==> src/rtl/alu_arbiter.sv <==
// alu_arbiter: two requesters share one 16-bit ALU through a small FSM. The FSM
// registers the operands and the ALU result. It returns each result on a
// valid/ready response channel. It also maintains the architectural {Z,V,N}
// flag register.
//
// Ports:
//   clk, rst                 clock, async active-high reset
//   reqN_valid/ready         request handshake, N = 0 (execute path), 1 (address/debug)
//   reqN_op/a/b              opcode, operand 1, operand 2 / shift amount
//   rsp_valid/ready          response handshake
//   rsp_id/data/flags/err    registered requester id, ALU_Out, {Z,V,N}, Error
//   flag_reg                 architectural flags {Z,V,N}
//   busy                     FSM not in IDLE
//
// state | meaning
// IDLE  | arbitrate; latch the winner's op/a/b/id on the edge
// EXEC  | ALU fed from operand registers; capture result on the edge
// RESP  | rsp_valid high; wait for rsp_ready, then update flag_reg

// ALU: ADD/SUB saturate, RED adds four bytes (mod 256, sign-extended),
// PADDSB does four saturating signed nibble adds. Shifts use in2[3:0].
// Error flags a shift whose amount does not fit in 4 bits.
module alu_core (
  input  logic [15:0] alu_in1,
  input  logic [15:0] alu_in2,
  input  logic [2:0]  opcode,
  output logic [15:0] alu_out,
  output logic [2:0]  flags,
  output logic        error
);
  logic [3:0]  sh;
  logic [15:0] sum, diff, sra_res, ror_res, paddsb;
  logic [7:0]  red_sum;
  logic        add_ovf, sub_ovf;
  logic [4:0]  nib_sum [4];

  assign sh      = alu_in2[3:0];
  assign sum     = alu_in1 + alu_in2;
  assign diff    = alu_in1 - alu_in2;
  assign add_ovf = (alu_in1[15] == alu_in2[15]) && (sum[15] != alu_in1[15]);
  assign sub_ovf = (alu_in1[15] != alu_in2[15]) && (diff[15] != alu_in1[15]);
  assign red_sum = alu_in1[15:8] + alu_in1[7:0] + alu_in2[15:8] + alu_in2[7:0];
  assign sra_res = $signed(alu_in1) >>> sh;
  // Shift by 16 when sh==0 yields 0, so the OR leaves alu_in1 unchanged.
  assign ror_res = (alu_in1 >> sh) | (alu_in1 << (5'd16 - {1'b0, sh}));

  always_comb begin
    paddsb = '0;
    for (int i = 0; i < 4; i++) begin
      nib_sum[i] = {alu_in1[4*i+3], alu_in1[4*i +: 4]} + {alu_in2[4*i+3], alu_in2[4*i +: 4]};
      if (nib_sum[i][4] != nib_sum[i][3])
        paddsb[4*i +: 4] = nib_sum[i][4] ? 4'h8 : 4'h7;
      else
        paddsb[4*i +: 4] = nib_sum[i][3:0];
    end
  end

  always_comb begin
    alu_out = '0;
    case (opcode)
      3'd0: alu_out = add_ovf ? (alu_in1[15] ? 16'h8000 : 16'h7FFF) : sum;
      3'd1: alu_out = sub_ovf ? (alu_in1[15] ? 16'h8000 : 16'h7FFF) : diff;
      3'd2: alu_out = alu_in1 ^ alu_in2;
      3'd3: alu_out = {{8{red_sum[7]}}, red_sum};
      3'd4: alu_out = alu_in1 << sh;
      3'd5: alu_out = sra_res;
      3'd6: alu_out = ror_res;
      default: alu_out = paddsb;
    endcase
  end

  assign flags = {alu_out == 16'h0000,
                  ((opcode == 3'd0) && add_ovf) || ((opcode == 3'd1) && sub_ovf),
                  (opcode <= 3'd1) && alu_out[15]};
  assign error = (opcode >= 3'd4) && (opcode <= 3'd6) && (|alu_in2[15:4]);
endmodule

module alu_arbiter #(
  parameter int PRIO_FIXED = 0,
  parameter int WIDTH      = 16
) (
  input  logic             clk,
  input  logic             rst,
  input  logic             req0_valid,
  output logic             req0_ready,
  input  logic [2:0]       req0_op,
  input  logic [WIDTH-1:0] req0_a,
  input  logic [WIDTH-1:0] req0_b,
  input  logic             req1_valid,
  output logic             req1_ready,
  input  logic [2:0]       req1_op,
  input  logic [WIDTH-1:0] req1_a,
  input  logic [WIDTH-1:0] req1_b,
  output logic             rsp_valid,
  input  logic             rsp_ready,
  output logic             rsp_id,
  output logic [WIDTH-1:0] rsp_data,
  output logic [2:0]       rsp_flags,
  output logic             rsp_err,
  output logic [2:0]       flag_reg,
  output logic             busy
);
  typedef enum logic [2:0] {
    S_IDLE = 3'b001,
    S_EXEC = 3'b010,
    S_RESP = 3'b100
  } state_t;

  state_t           state, state_nxt;
  logic [2:0]       op_q;
  logic [WIDTH-1:0] a_q, b_q, alu_out;
  logic [2:0]       alu_flags;
  logic             alu_err, id_q, last_grant, accept, handshake;

  alu_core u_alu (
    .alu_in1(a_q),
    .alu_in2(b_q),
    .opcode (op_q),
    .alu_out(alu_out),
    .flags  (alu_flags),
    .error  (alu_err)
  );

  always_ff @(posedge clk or posedge rst) begin
    if (rst) state <= S_IDLE;
    else     state <= state_nxt;
  end

  always_comb begin
    state_nxt = state;
    case (state)
      S_IDLE:  if (accept) state_nxt = S_EXEC;
      S_EXEC:  state_nxt = S_RESP;
      S_RESP:  if (rsp_ready) state_nxt = S_IDLE;
      default: state_nxt = S_IDLE;
    endcase
  end

  // Grants are gated by rst so both readies read 0 while reset is held.
  always_comb begin
    req0_ready = 1'b0;
    req1_ready = 1'b0;
    if (state == S_IDLE && !rst) begin
      if (req0_valid && req1_valid) begin
        if ((PRIO_FIXED != 0) || last_grant) req0_ready = 1'b1;
        else                                 req1_ready = 1'b1;
      end else begin
        req0_ready = req0_valid;
        req1_ready = req1_valid;
      end
    end
    rsp_valid = (state == S_RESP);
    busy      = (state != S_IDLE);
  end

  assign accept    = req0_ready | req1_ready;
  assign handshake = rsp_valid & rsp_ready;

  always_ff @(posedge clk or posedge rst) begin
    if (rst) begin
      op_q       <= '0;
      a_q        <= '0;
      b_q        <= '0;
      id_q       <= 1'b0;
      last_grant <= 1'b1;
      rsp_id     <= 1'b0;
      rsp_data   <= '0;
      rsp_flags  <= '0;
      rsp_err    <= 1'b0;
      flag_reg   <= 3'b000;
    end else begin
      if (accept) begin
        op_q       <= req1_ready ? req1_op : req0_op;
        a_q        <= req1_ready ? req1_a  : req0_a;
        b_q        <= req1_ready ? req1_b  : req0_b;
        id_q       <= req1_ready;
        last_grant <= req1_ready;
      end
      if (state == S_EXEC) begin
        rsp_data  <= alu_out;
        rsp_flags <= alu_flags;
        rsp_err   <= alu_err;
        rsp_id    <= id_q;
      end
      if (handshake && !rsp_err) begin
        case (op_q)
          3'd0, 3'd1:             flag_reg <= rsp_flags;
          3'd2, 3'd4, 3'd5, 3'd6: flag_reg[2] <= rsp_flags[2];
          default:                flag_reg <= flag_reg;
        endcase
      end
    end
  end
endmodule

==> config.mk <==
export PLATFORM = sky130hd
export DESIGN_NAME = alu_arbiter
export DESIGN_NICKNAME = d
export VERILOG_FILES = /design/src/rtl/alu_arbiter.sv
export SDC_FILE = /design/constraint.sdc
export NUM_CORES = 1
export LEC_CHECK = 0
export ABC_AREA = 1
export CORE_MARGIN = 2
export CORE_UTILIZATION = 40
export DETAILED_ROUTE_END_ITERATION = 7
export GPL_TIMING_DRIVEN = 0
export HOLD_SLACK_MARGIN = 0.05
export PLACE_DENSITY = 0.71
export SLEW_MARGIN = 10
export SYNTH_ARGS = -nofsm -noshare
export SYNTH_HDL_FRONTEND = slang
export SYNTH_SLANG_ARGS = --single-unit
==> constraint.sdc <==
create_clock -name clk -period 5.2 [get_ports clk]
set_input_delay 0.52 -clock clk [delete_from_list [all_inputs] [get_ports clk]]
set_output_delay 0.52 -clock clk [all_outputs]
set_load 0.05 [all_outputs]
==> run_results.csv <==
group,metric,value,unit
sta,slew_headroom,0.469,
synth,synth-warning-count,0,
min_path,whs_path_depth,2,
sta,finalCriticalPeriod,4.75,ns
synth,netlist_instances,1405,
synth,synth-main-ff-cell,"dfrtp_1",
floorplanning,coreArea,20800,um^2
setup_path,cp_num_buf_inv,5,
setup_path,rrSetupSlack,0.45,ns
cts,cts-root-buf,"clkbuf_16",
floorplanning,initial_utilization,0.404,
drt,drc,0,
sta,drv_slew,0,
place,port_buffers,102,
drt,wl,34.2,mm
synth,synth_top_area_cell,"nand2_1",
synth,ys_seq_area_frac,0.190,
synth,ys_ff_latch,64,
cts,h-tree-depth,3,
sta,fmax,0.211,GHz
global_route,grt_overflow,0,
drt,routed_via_density,5.64,
sta,finalCritPeriodShare,0.913,
drt,num_vias,10127,
sta,hold_violations,0,
min_path,hold_end,"rsp_data[0]",
layout,multiInputGateArea,5930,um^2
layout,largestRegisters,"a_q (16), b_q (16), rsp_data (16)",
cts,cts_sinks,64,
setup_path,critPathMaxStageDelay,0.49,ns
global_route,grt_max_degree,65,
global_route,antenna_found_initial,0,
job,maxCapViolCount,0,
synth,syn_avg_cell_area,5.99,um^2
outcome,status,"completed",
synth,synth_cell_type_count,49,
setup_path,worst_path_max_delay_cell,"dfrtp_1",
drt,dr.pass1.iters,8,
floorplanning,die_w,149,um
layout,syn_to_final_growth,20.2,%
synth,synth_edf_count,0,
min_path,min_from,"rsp_data[0]",
place,dpl_worst_slack,-0.163,ns
layout,seqCellArea,1600,um^2
setup_path,r2r_start,"b_q[2]",
floorplanning,io_pins,103,
setup_path,cpLargestDelayFamily,"simple AND/OR/NAND/NOR gates",
floorplanning,fp.dieH,149,um
cts,clock_latency,0.35,ns
synth,async_flop_share,1.00,
cts,clock_path_buffers,2,
sta,worst_pin_slew,0.797,ns
cts,clk_pin_slew,0.06,ns
global_route,grt_pass1_vias,9511,
global_route,grt_first_pass_wirelength,52.4,mm
sta,clock_skew,0.0119,ns
cts,cts_tree,"yes",
floorplanning,die-area,22200,um^2
layout,nets,1651,
place,place_hpwl,28.0,mm
place,routabilityCongestion,1.06,
setup_path,crit_required,5.49,ns
drt,ant_nets,0,
setup_path,cp-start-kind,"flop",
synth,synth_top_area_share,0.212,
setup_path,crit_fanout,20,
setup_path,critPathArrivalTime,5.04,ns
global_route,globalRouteTotalUtil,0.310,
drt,routedWlPerCell,19.0,um
synth,synthTopCellsByArea,"nand2_1 21%, dfrtp_1 18%, nand3_1 14%, ha_1 5.9%, a21oi_1 5.5%",
cts,postCtsSetupBuffers,0,
setup_path,reg2reg_to,"rsp_flags[2]",
sta,grt_setup_unrepaired,"no",
min_path,hold_path_class,"reg2reg",
layout,diodes,0,
setup_path,worstRegToRegCells,28,
synth,syn-num-nets,1540,
setup_path,crit_type,"reg2reg",
setup_path,endpoint_kind,"flop",
sta,setup_viol,0,
setup_path,cp_common_cell,"nand2_1",
cts,cts_buffers,9,
layout,fill_cells,2285,
floorplanning,placementRows,53,
drt,drtIter0Drc,1148,
sta,fin_ws,0.451,ns
layout,drive_gt1_frac,0.0796,
synth,syn-cell-area,8420,um^2
==> cell usage after synthesis, drive strengths merged, types with 6 or more instances <==
cell type	number
buf	44
fa	20
nand2	492
a22oi	37
ha	40
dfrtp	62
nand4	13
or2	6
xor2	14
clkbuf	20
a21oi	97
nor2	86
o21ai	54
nand3	235
nor3	7
inv	142
==> cell type report <==
cell class | instances | share of cell area
Tap cell | 275 | 0.0340
Inverter | 143 | 0.0544
Clock buffer | 10 | 0.0236
Multi-Input combinational cell | 1134 | 0.586
Clock inverter | 6 | 0.00903
Timing Repair Buffer | 102 | 0.101
Sequential cell | 64 | 0.159
Buffer | 62 | 0.0333
==> cell usage in the layout (no fill, tap or decap), drive strengths merged <==
master | synthesis | routed
nand2 | 492 | 492
nand3 | 235 | 235
inv | 142 | 143
clkdlybuf4s50 | 0 | 102
a21oi | 97 | 97
nor2 | 86 | 86
dfrtp | 62 | 62
o21ai | 54 | 54
buf | 44 | 41
ha | 40 | 40
a22oi | 37 | 37
clkbuf | 20 | 31
fa | 20 | 20
xor2 | 14 | 14
nand4 | 13 | 13
nor3 | 7 | 7
or2 | 6 | 6
xnor2 | 5 | 5
o21bai | 5 | 5
nand3b | 4 | 4
a31oi | 4 | 4
nor4 | 4 | 4
clkinv | 1 | 4
o211ai | 2 | 2
o21a | 2 | 2
bufinv | 0 | 2
dfstp | 2 | 2
o22ai | 1 | 1
a2bb2oi | 1 | 1
o2111ai | 1 | 1
nor3b | 1 | 1
and2 | 1 | 1
and3 | 1 | 1
mux2 | 1 | 1
==> worst max path at each step <==
stage / from / end / slack, ns / cells past startpoint
finish: b_q[2] / rsp_flags[2] / 0.45 / 28
global route: b_q[3] / rsp_flags[2] / 0.04 / 29
CTS: b_q[3] / rsp_flags[2] / 0.34 / 29
detailed placement: b_q[3] / rsp_flags[2] / -0.16 / 30
global placement: b_q[3] / rsp_flags[2] / -0.12 / 30
floorplan: b_q[3] / rsp_flags[2] / 1.22 / 30
==> tightest hold or removal path, cell delays in order, from the launching register on <==
cell and delay (ns):
dfrtp_1 0.34, nand2_1 0.05, nand2_1 0.05
==> through the flow <==
stage	hold WS [ns]	cell area (um^2)	utilization	setup TNS (ns)	instances
finish	0.477	10100	0.486	0	1796
global route	0.508	10100	0.486	0	1796
CTS	0.483	10100	0.486	0	1796
detailed placement	0.467	9790	0.470	-0.163	1782
global placement	0.466	9790	0.470	-0.125	1782
floorplan	0.484	8420	-	0	1405
==> routing by layer <==
layer	part of all wire	vias up	global-route usage
li1	-	4839	-
met1	0.43	4680	0.422
met2	0.45	524	0.496
met3	0.085	84	0.0541
met4	0.040	0	0.106
met5	0	-	0
==> timing repair <==
item / CTS / global route
setup endpoints to repair: 1 / 1
pin swaps: 0 / 0
hold buffers: 0 / 0
resized for setup: 0 / 2
cloned: 0 / 0
==> cell families (layout without fill, tap and decap cells) <==
logic type,Yosys count,count (layout),synth area share
xor gates and xnor gates,19,19,0.0198
muxes,1,1,0.00134
buffers and inverters,207,323,0.106
AOI/OAI and AO/OA,204,204,0.140
and+or+nand+nor,850,850,0.436
DFF,64,64,0.190
adders and majority gates,60,60,0.107
Power is not shown: default switching activity piles up to over one toggle a cycle in this logic, so the estimate is an artifact.
